<file path="src/rtl/dotmatrix_scan.sv">
`default_nettype none
// ============================================================================
//  Module      : dotmatrix_scan
//  Description : Column-multiplexed scan driver for a 5x7 LED dot matrix.
//                Holds a double-buffered frame (7 columns x 5 rows). The
//                back buffer is written by the host. On commit it is copied
//                to the front buffer at the next frame boundary. Columns are
//                driven one at a time for DWELL_CYCLES clocks, and a
//                BLANK_CYCLES gap with all outputs low separates columns.
//
//  Ports       : clk          - system clock, rising edge
//                rst          - synchronous active-high reset
//                en           - scan enable; low forces blanking / idle
//                wr_en        - back-buffer write strobe
//                wr_col[2:0]  - column address 0..6 (7 is ignored)
//                wr_data[4:0] - row pattern, bit0 = top row
//                commit       - request swap at next frame boundary
//                swap_pending - commit waiting for the frame boundary
//                frame_start  - 1-clock pulse at start of column-0 drive
//                row[4:0]     - row drive, active-high
//                column[6:0]  - one-hot column select, active-high
//
//  Revision    : 1.0 - initial release
// ============================================================================
module dotmatrix_scan #(
    parameter int DWELL_CYCLES = 5000,
    parameter int BLANK_CYCLES = 50
) (
    input  logic       clk,
    input  logic       rst,
    input  logic       en,
    input  logic       wr_en,
    input  logic [2:0] wr_col,
    input  logic [4:0] wr_data,
    input  logic       commit,
    output logic       swap_pending,
    output logic       frame_start,
    output logic [4:0] row,
    output logic [6:0] column
);

    // Counter only needs to reach the larger of the two phase lengths minus one.
    localparam int CNT_MAX = (DWELL_CYCLES > BLANK_CYCLES) ? DWELL_CYCLES : BLANK_CYCLES;
    localparam int CNT_W   = (CNT_MAX > 1) ? $clog2(CNT_MAX) : 1;

    localparam logic [CNT_W-1:0] c_dwell_last = CNT_W'(DWELL_CYCLES - 1);
    localparam logic [CNT_W-1:0] c_blank_last = CNT_W'(BLANK_CYCLES - 1);
    localparam logic [2:0]       c_last_col   = 3'd6;

    typedef enum logic [1:0] {
        ST_IDLE  = 2'd0,
        ST_BLANK = 2'd1,
        ST_DRIVE = 2'd2
    } state_t;

    state_t           state_q, state_d;
    logic [CNT_W-1:0] cnt_q, cnt_d;
    logic [2:0]       col_idx_q, col_idx_d;
    logic [4:0]       front_q [7];
    logic [4:0]       front_d [7];
    logic [4:0]       back_q  [7];
    logic [4:0]       back_d  [7];
    logic             swap_pending_q, swap_pending_d;
    logic             frame_start_q, frame_start_d;
    logic [4:0]       row_q, row_d;
    logic [6:0]       column_q, column_d;

    always_comb begin
        state_d        = state_q;
        cnt_d          = cnt_q;
        col_idx_d      = col_idx_q;
        front_d        = front_q;
        back_d         = back_q;
        swap_pending_d = swap_pending_q | commit;
        frame_start_d  = 1'b0;
        row_d          = 5'd0;
        column_d       = 7'd0;

        // Host writes always land in the back buffer, independent of scan state.
        if (wr_en && (wr_col != 3'd7)) begin
            back_d[wr_col] = wr_data;
        end

        if (!en) begin
            state_d   = ST_IDLE;
            cnt_d     = '0;
            col_idx_d = 3'd0;
        end else begin
            case (state_q)
                ST_IDLE: begin
                    state_d = ST_BLANK;
                    cnt_d   = '0;
                end
                ST_BLANK: begin
                    if (cnt_q == c_blank_last) begin
                        // Outputs are registered, so load the drive values on
                        // the edge that enters DRIVE.
                        state_d       = ST_DRIVE;
                        cnt_d         = '0;
                        column_d      = 7'd1 << col_idx_q;
                        row_d         = front_q[col_idx_q];
                        frame_start_d = (col_idx_q == 3'd0);
                    end else begin
                        cnt_d = cnt_q + CNT_W'(1);
                    end
                end
                ST_DRIVE: begin
                    if (cnt_q == c_dwell_last) begin
                        state_d = ST_BLANK;
                        cnt_d   = '0;
                        if (col_idx_q == c_last_col) begin
                            col_idx_d = 3'd0;
                            // Frame boundary: copy the back buffer as it stood
                            // before this edge. A commit on this very edge
                            // starts a new pending request for the next frame.
                            if (swap_pending_q) begin
                                front_d        = back_q;
                                swap_pending_d = commit;
                            end
                        end else begin
                            col_idx_d = col_idx_q + 3'd1;
                        end
                    end else begin
                        cnt_d    = cnt_q + CNT_W'(1);
                        column_d = 7'd1 << col_idx_q;
                        row_d    = front_q[col_idx_q];
                    end
                end
                default: begin
                    state_d = ST_IDLE;
                end
            endcase
        end
    end

    always_ff @(posedge clk) begin
        if (rst) begin
            state_q        <= ST_IDLE;
            cnt_q          <= '0;
            col_idx_q      <= 3'd0;
            front_q        <= '{default: 5'd0};
            back_q         <= '{default: 5'd0};
            swap_pending_q <= 1'b0;
            frame_start_q  <= 1'b0;
            row_q          <= 5'd0;
            column_q       <= 7'd0;
        end else begin
            state_q        <= state_d;
            cnt_q          <= cnt_d;
            col_idx_q      <= col_idx_d;
            front_q        <= front_d;
            back_q         <= back_d;
            swap_pending_q <= swap_pending_d;
            frame_start_q  <= frame_start_d;
            row_q          <= row_d;
            column_q       <= column_d;
        end
    end

    assign swap_pending = swap_pending_q;
    assign frame_start  = frame_start_q;
    assign row          = row_q;
    assign column       = column_q;

endmodule
`default_nettype wire

</file>
<file path="config.mk">
export PLATFORM = sky130hd
export DESIGN_NAME = dotmatrix_scan
export DESIGN_NICKNAME = d
export VERILOG_FILES = /design/src/rtl/dotmatrix_scan.sv
export SDC_FILE = /design/constraint.sdc
export NUM_CORES = 1
export LEC_CHECK = 0
export ABC_AREA = 1
export CORE_MARGIN = 2
export CORE_UTILIZATION = 40
export DETAILED_ROUTE_END_ITERATION = 16
export DONT_BUFFER_PORTS = 1
export GPL_TIMING_DRIVEN = 0
export MAX_ROUTING_LAYER = met4
export PLACE_DENSITY_LB_ADDON = 0.05
export REMOVE_ABC_BUFFERS = 1
export SYNTH_ARGS = -nofsm -noshare
export SYNTH_HDL_FRONTEND = slang
export SYNTH_SLANG_ARGS = --single-unit
</file>
<file path="constraint.sdc">
create_clock -name clk -period 3.3 [get_ports clk]
set_input_delay 0.165 -clock clk [delete_from_list [all_inputs] [get_ports clk]]
set_output_delay 0.165 -clock clk [all_outputs]
set_load 0.05 [all_outputs]
</file>
==> results of run 1 <==
## power by group
part / internal, mW / switching, mW
Clock: 0.822 / 0.481
Sequential: 1.25 / 0.0102
Combinational: 0.0361 / 0.0792
## registers in the layout, indices dropped and copies added (netlist names), 2 cells and up
signal     count
column         7
col_idx_q      3
front_q       35
row            5
back_q        35
state_q        2
cnt_q         13
## Yosys cell counts, drive strengths merged
library cell and n:
a21oi 47, a31oi 1, and3 1, buf 18, clkbuf 11, clkinv 7
dfxtp 102, ha 9, inv 68, nand2 88, nand3 21, nand4 39
nor2 133, nor3 9, nor3b 1, nor4 1, o21ai 60, o22ai 13
or3 1, xor2 1
## area by class of cell
cell class	count	area [sq um]	area share [%]
Sequential cell	102	2040	40.4
Timing Repair Buffer	8	100	1.98
Clock inverter	7	145	2.87
Tap cell	140	175	3.47
Multi-Input combinational cell	425	2080	41.2
Clock buffer	9	225	4.46
Inverter	75	283	5.59
## how the worst min path moves through the flow
| stage | start | end | slack (ps) | depth (start not counted) |
|---|---|---|---|---|
| final | wr_data[1] | back_q[11] | 8 | 2 |
| after global routing | wr_data[4] | back_q[29] | 10 | 2 |
| after CTS | wr_data[0] | back_q[10] | 0.4 | 2 |
| after detailed placement | rst | swap_pending | 240 | 1 |
| after global placement | rst | swap_pending | 240 | 1 |
| after floorplan | rst | swap_pending | 240 | 1 |
## worst register-to-register path, stage by stage (launching register included)
cell and delay (ps):
dfxtp_1 560, nand3_4 180, nor2_8 480, nand4_4 200
a21oi_1 160, nor2_1 50, dlygate4sd3_1 550
## kinds of logic after synthesis
kind of cell / count (synthesis) / share of synthesized area, %
DFF: 102 / 44.9
AOI/OAI and AO/OA: 121 / 14.0
adders and majority gates: 9 / 2.48
and+or+nand+nor: 294 / 29.1
buffers and inverters: 104 / 9.36
xor gates and xnor gates: 1 / 0.193
## repair_timing
| action | 4_1_cts | 5_1_grt |
|---|---|---|
| buffers inserted | 0 | 0 |
| hold endpoints to repair | 8 | 0 |
| hold buffers | 6 | 0 |
## through the flow
stage | std cells | setup WS [ps]
6_report | 766 | 1020
5_1_grt | 766 | 894
4_1_cts | 766 | 1040
3_5_place_dp | 744 | 1200
3_3_place_gp | 742 | 369
2_1_floorplan | 602 | 1230
## per-layer routing
layer / part of all wire [%] / vias to the layer above / track usage (%) / routed length [microns]
li1: - / 2040 / - / -
met3: 4.0 / 11 / 5.27 / 457
met1: 49 / 1817 / 25.5 / 5580
met5: 0 / - / - / 0
met2: 45 / 70 / 30.5 / 5170
met4: 1.4 / 0 / 5.92 / 162
==> results.yml, run 1 <==
status:
  run_status: "finished, final reports clean"
pwr:
  p_leak_nw: 1.86
  ir_drop_uv: 408
  p_total_mw: 2.68
  power_density_nw_per_um2: 529
layout:
  drive_gt1_share_pct: 4.79
  layout.nets: 643
  fillCellCount: 1140
  area_delta_synth_final_pct: 11.2
  final_common_cell: "nor2_1"
  fin_area_sq_um: 5050
  mostFrequentLayoutCells: "129 x nor2_1, 101 x dfxtp_1, 87 x nand2_1"
  num_antenna_cells: 0
  post-route-util_pct: 46.0
placement:
  gp_congestion: 0.833
  io_buffers: 0
  dpl.hpwl_microns: 7380
  place_area_sq_um: 4620
sta:
  setup_tns_ps: 0
  setup_viol: 0
  rsz0062_at_grt: "no"
  finalCritPeriodShare_pct: 69.0
  finalClockSkew_ps: 5.78
  hold_ws_ps: 7.51
  fmax_ghz: 0.439
  period_needed_ps: 2280
  worst_pin_slew_ps: 855
  slew_headroom_pct: 42.9
  finalHoldViolCount: 0
  slew_violations: 0
global_routing:
  grt_start_max_net_pins: 71
  gr-total-overflow: 0
  globalRouteTotalUtil_pct: 19.7
  antenna_found_initial: 0
  grt_pass1_wl_microns: 19000
  grt_pass1_vias: 3775
worst_setup_path:
  end_kind: "flop"
  critPathLaunchType: "flop"
  ff2ff_path_depth: 6
  worst_ep_arrival_time_ps: 2520
  worst_path_dominant_cell_family: "simple AND/OR/NAND/NOR gates"
  cp_slowest_cell: "dfxtp_1"
  reg2reg_to: "swap_pending"
  startpoint: "col_idx_q[2]"
  reg2reg_setup_slack_ps: 1020
  r2r-start: "col_idx_q[2]"
  slowest_delay_ps: 560
  crit_buf_inv: 1
  path_cells: "nand3_4 -> nor2_8 -> nand4_4 -> a21oi_1 -> nor2_1 -> dlygate4sd3_1"
  crit_type: "flop to flop"
  crit_end: "swap_pending"
  crit_path_max_fanout: 36
  cp.required_ps: 3540
  path_depth: 6
synth:
  ys_seq_area_share_pct: 44.9
  synth_seq_cells: 102
  synth_cell_type_count: 29
  yosys_warnings: 0
  avgSynthCellArea_sq_um: 7.20
  synth_top_area_share_pct: 44.9
  synth_cells: 631
  synth_area_sq_um: 4550
  netlist.top_cell.by_area: "dfxtp_1"
  synthTopCellsByArea: "dfxtp_1 45%, nor2_1 11%, nand2_1 7.2%"
floorplanning:
  initial_core_util_pct: 41.4
  ios: 27
  die_area_sq_um: 12200
  fp.dieW_microns: 111
  die_h_microns: 111
  fp-row-count: 38
  core_area_sq_um: 11000
clocking:
  cts_max_path_buffers: 2
  cts_root_buf: "clkbuf_16"
  clkSinkCount: 102
  cts_buffers: 9
  worst_skew_pair.late_latency_ps: 360
  postCtsResizedCells: 0
  htreeDepth: 3
  tritoncts: "built"
  clk_pin_slew_worst_paths_ps: 70
detailed_routing:
  drtAntennaViolNets: 0
  remaining_drc_errors: 0
  finalWirelength_microns: 11400
  initialDrtViolationCount: 241
  wire_per_inst_microns: 14.8
  num_vias: 3938
  first_pass_iters: 4
  via_per_inst: 5.14
worst_hold_path:
  hp-class: "input pin to flop"
job:
  cap_violations: 0
(Power assumes the default switching activity.)
==> run 2: changes to the inputs <==
==> constraint.sdc (replaced) <==
create_clock -name clk -period 1.9 [get_ports clk]
set_input_delay 0.095 -clock clk [delete_from_list [all_inputs] [get_ports clk]]
set_output_delay 0.095 -clock clk [all_outputs]
set_load 0.05 [all_outputs]
==> run 2 against run 1 <==
Sequential power increased by 74%. Global-route usage increased by 1.0 points. Worst setup slack got worse by 880 ps. Clock skew increased by 0.89 ps. Flip-flop and latch count unchanged. Final area increased by 2.9%. Die area unchanged. Non-clock buffer count increased by 6. Clock power increased by 74%. Hold slack improved by 20 ps. Largest cell class unchanged. Largest power group unchanged.
==> results.yml, run 2 (synthesis results as in run 1) <==
worst_hold_path:
  hold_path_depth: 3
  worstHoldStart: "rst"
  hp-class: "input pin to flop"
  holdPathEnd: "cnt_q[7]"
detailed_routing:
  via_per_inst: 5.22
  first_pass_iters: 5
  drtAntennaViolNets: 0
  remaining_drc_errors: 0
  num_vias: 4048
  initialDrtViolationCount: 229
  finalWirelength_microns: 12100
  wire_per_inst_microns: 15.7
pwr:
  pwr-share-clk_pct: 48.4
  p_int_mw: 3.66
  p_total_mw: 4.67
  p_leak_nw: 1.92
  p_comb_share_pct: 4.8
  p_sw_share_pct: 21.6
  ir_drop_uv: 709
  p_sw_mw: 1.01
  power_frac_seq_pct: 46.8
  power_density_nw_per_um2: 897
layout:
  largest_registers: "back_q (35), front_q (35), cnt_q (13)"
  drive_gt1_share_pct: 7.09
  mostFrequentLayoutCells: "129 x nor2_1, 99 x dfxtp_1, 84 x nand2_1"
  post-route-util_pct: 47.4
  final_common_cell: "nor2_1"
  layout.nets: 652
  layout.cells.non_filler: 776
  area_delta_synth_final_pct: 14.5
job:
  cap_violations: 0
global_routing:
  globalRouteTotalUtil_pct: 20.7
  gr-total-overflow: 0
  grt_pass1_wl_microns: 19900
  grt_pass1_vias: 3879
  grt_start_max_net_pins: 71
  antenna_found_initial: 1
clocking:
  htreeDepth: 3
  clkSinkCount: 102
  cts_max_path_buffers: 2
  worst_skew_pair.late_latency_ps: 350
  cts_root_buf: "clkbuf_16"
  clk_pin_slew_worst_paths_ps: 70
  cts_buffers: 9
  tritoncts: "built"
placement:
  gp_congestion: 0.833
  io_buffers: 0
  dpl.hpwl_microns: 7380
  dpl.cell_count: 744
sta:
  setup_tns_ps: 0
  finalCritPeriodShare_pct: 92.5
  finalHoldViolCount: 0
  period_needed_ps: 1760
  slew_violations: 0
  hold_ws_ps: 27.2
  fmax_ghz: 0.569
  rsz0062_at_grt: "no"
  finalClockSkew_ps: 6.66
  worst_pin_slew_ps: 856
  setup_viol: 0
  slew_headroom_pct: 42.9
worst_setup_path:
  cp.required_ps: 2140
  crit_type: "flop to flop"
  r2r-start: "cnt_q[1]"
  critPathLaunchType: "flop"
  reg2reg_setup_slack_ps: 140
  reg2reg_to: "cnt_q[10]"
  worst_ep_arrival_time_ps: 2000
  crit_path_max_fanout: 8
  ff2ff_path_depth: 8
  end_kind: "flop"
floorplanning:
  fp.dieW_microns: 111
  ios: 27
  fp-row-count: 38
  die_h_microns: 111
  initial_core_util_pct: 41.4
  die_area_sq_um: 12200
  core_area_sq_um: 11000
status:
  run_status: "finished, final reports clean"
run 2: what timing repair did:
item / in CTS / in global routing
hold buffers: 7 / 0
endpoints found under the hold margin: 36 / 0
endpoints found under the setup margin: 58 / 14
cloned: 3 / 1
pin swaps: 4 / 2
gates resized for setup: 5 / 8
buffers inserted: 4 / 0
run 2: power by group through the flow:
stage	clock [mW]	combinational (mW)	sequential [mW]
2_1_floorplan	0	0.129	2.24
3_3_place_gp	0	0.167	2.25
3_5_place_dp	0	0.188	2.23
4_1_cts	2.31	0.220	2.18
5_1_grt	2.39	0.254	2.19
6_report	2.26	0.223	2.19
run 2: layout make-up:
| cell class | count | area, sq um |
|---|---|---|
| clock buffers | 9 | 225 |
| repair buffers | 14 | 165 |
| inverters | 75 | 283 |
| well taps | 140 | 175 |
| flip-flops and latches | 102 | 2050 |
| clock inverters | 7 | 145 |
| multi-input cells | 428 | 2160 |
| fillers | 1131 | 5780 |
| diodes | 1 | 2.50 |
run 2: worst max path at each step:
stage | start | end | slack, ps
2_1_floorplan | cnt_q[1] | col_idx_q[2] | -170
3_3_place_gp | cnt_q[1] | col_idx_q[2] | -1030
3_5_place_dp | col_idx_q[2] | front_q[12] | -200
4_1_cts | cnt_q[1] | cnt_q[9] | 30
5_1_grt | col_idx_q[1] | row[1] | 4
6_report | cnt_q[1] | cnt_q[10] | 140
run 2: critical path, cell delays in order (launching register included):
cell and delay [ps]:
dfxtp_2 370, ha_1 180, nand2_1 90, nor2_4 180
nand3_2 140, nand2_1 210, nand2_4 140, a21oi_4 250
nor2_1 70
run 2: layer usage:
layer	share of wire (%)	vias up	GRT usage, %
li1	-	2070	-
met1	47	1889	26.3
met4	1.8	0	6.50
met2	46	72	32.1
met5	0	-	-
met3	4.9	17	5.93
run 2: per-stage QoR:
stage	cell area (sq um)	setup WS (ps)
4_1_cts	5140	25.4
5_1_grt	5200	3.55
3_3_place_gp	4580	-1030
6_report	5200	142
3_5_place_dp	4620	-200
2_1_floorplan	4400	-174
==> run 3: changes to the inputs <==
--- a/config.mk
+++ b/config.mk
@@ -11,7 +11,6 @@
 export DETAILED_ROUTE_END_ITERATION = 16
 export DONT_BUFFER_PORTS = 1
 export GPL_TIMING_DRIVEN = 0
-export MAX_ROUTING_LAYER = met4
 export PLACE_DENSITY_LB_ADDON = 0.05
 export REMOVE_ABC_BUFFERS = 1
 export SYNTH_ARGS = -nofsm -noshare
==> constraint.sdc (replaced) <==
create_clock -name clk -period 2.2 [get_ports clk]
set_input_delay 0.11 -clock clk [delete_from_list [all_inputs] [get_ports clk]]
set_output_delay 0.11 -clock clk [all_outputs]
set_load 0.05 [all_outputs]
==> run 3 against run 2 <==
Final cell count shrank 0.52%. Sequential share of layout area grew 1.2 points. Register-to-register slack gained 70 ps. Core utilization shrank 1.5 points. Count of clock-buffer cells in the layout grew 1. Clock power shrank 34%. Hold slack gained 42 ps. Sequential power shrank 14%. Critical path depth shrank 2. Critical endpoint is now row[1].
==> results.yml, run 3 (synthesis results as in run 1) <==
layout:
  area_delta_synth_final_pct: 10.9
  num_antenna_cells: 0
  post-route-util_pct: 45.9
  drive_gt1_share_pct: 5.54
  mostFrequentLayoutCells: "129 x nor2_1, 101 x dfxtp_1, 87 x nand2_1"
  layout.nets: 650
  final_common_cell: "nor2_1"
  largest_registers: "back_q (35), front_q (35), cnt_q (13)"
pwr:
  p_total_mw: 3.57
  p_leak_nw: 1.85
  p_int_mw: 2.72
  ir_drop_uv: 530
  power_density_nw_per_um2: 708
  pwr-share-clk_pct: 41.9
  p_comb_share_pct: 5.2
  p_sw_share_pct: 23.8
  p_sw_mw: 0.848
  power_frac_seq_pct: 52.9
sta:
  slew_violations: 0
  rsz0062_at_grt: "no"
  setup_tns_ps: 0
  worst_slack_ps: 217
  setup_viol: 0
  worst_pin_slew_ps: 878
  fmax_ghz: 0.504
  finalCritPeriodShare_pct: 90.1
  hold_ws_ps: 68.7
  slew_headroom_pct: 41.5
  finalClockSkew_ps: 9.43
  finalHoldViolCount: 0
  period_needed_ps: 1980
global_routing:
  grt_pass1_vias: 3796
  grt_pass1_wl_microns: 19000
  grt_use_met2_pct: 31.2
  use_met1_pct: 24.8
  grt_start_max_net_pins: 71
  met3_usage_pct: 5.05
  antenna_found_initial: 0
  busiest_layer: "met2"
  globalRouteTotalUtil_pct: 19.1
  gr-total-overflow: 0
worst_setup_path:
  critPathLaunchType: "flop"
  crit_path_max_fanout: 13
  slowest_delay_ps: 510
  cp_slowest_cell: "nand2_1"
  worst_ep_arrival_time_ps: 2240
  worst_path_dominant_cell_family: "simple AND/OR/NAND/NOR gates"
  path_cells: "inv_1 -> nand2_1 -> o22ai_1 -> o21ai_0 -> o21ai_0 -> nor2_1"
  end_kind: "flop"
  reg2reg_setup_slack_ps: 220
  cp.required_ps: 2460
  crit_top_cell: "o21ai_0"
  startpoint: "col_idx_q[1]"
  reg2reg_to: "row[1]"
  r2r-start: "col_idx_q[1]"
  ff2ff_path_depth: 6
  crit_buf_inv: 1
  crit_type: "flop to flop"
status:
  run_status: "finished, final reports clean"
clocking:
  worst_skew_pair.late_latency_ps: 350
  cts_buffers: 9
  cts_max_path_buffers: 2
  htreeDepth: 3
  clkSinkCount: 102
  cts_root_buf: "clkbuf_16"
  tritoncts: "built"
  postCtsResizedCells: 0
  clk_pin_slew_worst_paths_ps: 60
floorplanning:
  die_h_microns: 111
  ios: 27
  die_area_sq_um: 12200
  fp.dieW_microns: 111
  initial_core_util_pct: 41.4
  fp-row-count: 38
  core_area_sq_um: 11000
detailed_routing:
  initialDrtViolationCount: 257
  via_per_inst: 5.23
  remaining_drc_errors: 0
  drtAntennaViolNets: 0
  first_pass_iters: 4
  num_vias: 4034
  wire_per_inst_microns: 15.5
  finalWirelength_microns: 11900
worst_hold_path:
  hold_path_depth: 3
  holdPathEnd: "cnt_q[7]"
  hp-class: "input pin to flop"
  worstHoldStart: "rst"
job:
  cap_violations: 0
placement:
  place_ws_ps: 63.7
  io_buffers: 0
  gp_congestion: 0.873
  dpl.hpwl_microns: 7450
==> run 3: cell types whose count changed in the layout (fill, tap and decap cells not counted), sizes merged <==
cell,previous run,this run
bufinv,4,0
clkinv,8,10
a21oi,48,47
diode,1,0
==> run 3: layout make-up <==
class                   count  area [sq um]
fillers                  1138          5940
multi-input cells         427          2110
flip-flops and latches    102          2040
inverters                  75           283
clock buffers              10           239
well taps                 140           175
repair buffers             13           160
clock inverters             5          35.0
==> run 3: per-layer routing <==
layer / vias to the layer above / share of wire, %
met5: - / 0
met1: 1881 / 47
li1: 2056 / -
met3: 11 / 5.8
met2: 86 / 46
met4: 0 / 1.3
==> run 3: how the worst max path moves through the flow <==
stage / to / slack (ps) / depth (start not counted)
after floorplan: col_idx_q[2] / 130 / 8
after global placement: col_idx_q[2] / -630 / 8
after detailed placement: front_q[12] / 60 / 6
after CTS: front_q[12] / 50 / 6
after global routing: row[1] / 1 / 6
final: row[1] / 220 / 6
==> run 3: what timing repair did <==
action,in CTS,in global routing
hold buffers,7,0
endpoints found under the hold margin,36,0
setup endpoints to repair,0,35
setup buffers,0,4
==> run 3: power by group through the flow <==
stage	registers [mW]	clock network, mW	logic, mW
3_5_place_dp	1.93	0	0.160
6_report	1.89	1.50	0.186
5_1_grt	1.89	1.61	0.210
3_3_place_gp	1.94	0	0.143
4_1_cts	1.89	1.54	0.181
2_1_floorplan	1.93	0	0.111
==> run 3: through the flow <==
step           cell area (sq um)  instances
2_1_floorplan               4400        602
3_3_place_gp                4580        742
3_5_place_dp                4630        744
4_1_cts                     4980        766
5_1_grt                     5040        772
6_report                    5040        772
==> run 3: worst min-delay path: cells and delay by family <==
family | cells | cell delay [ps]
AND/OR/NAND/NOR | 3 | 250
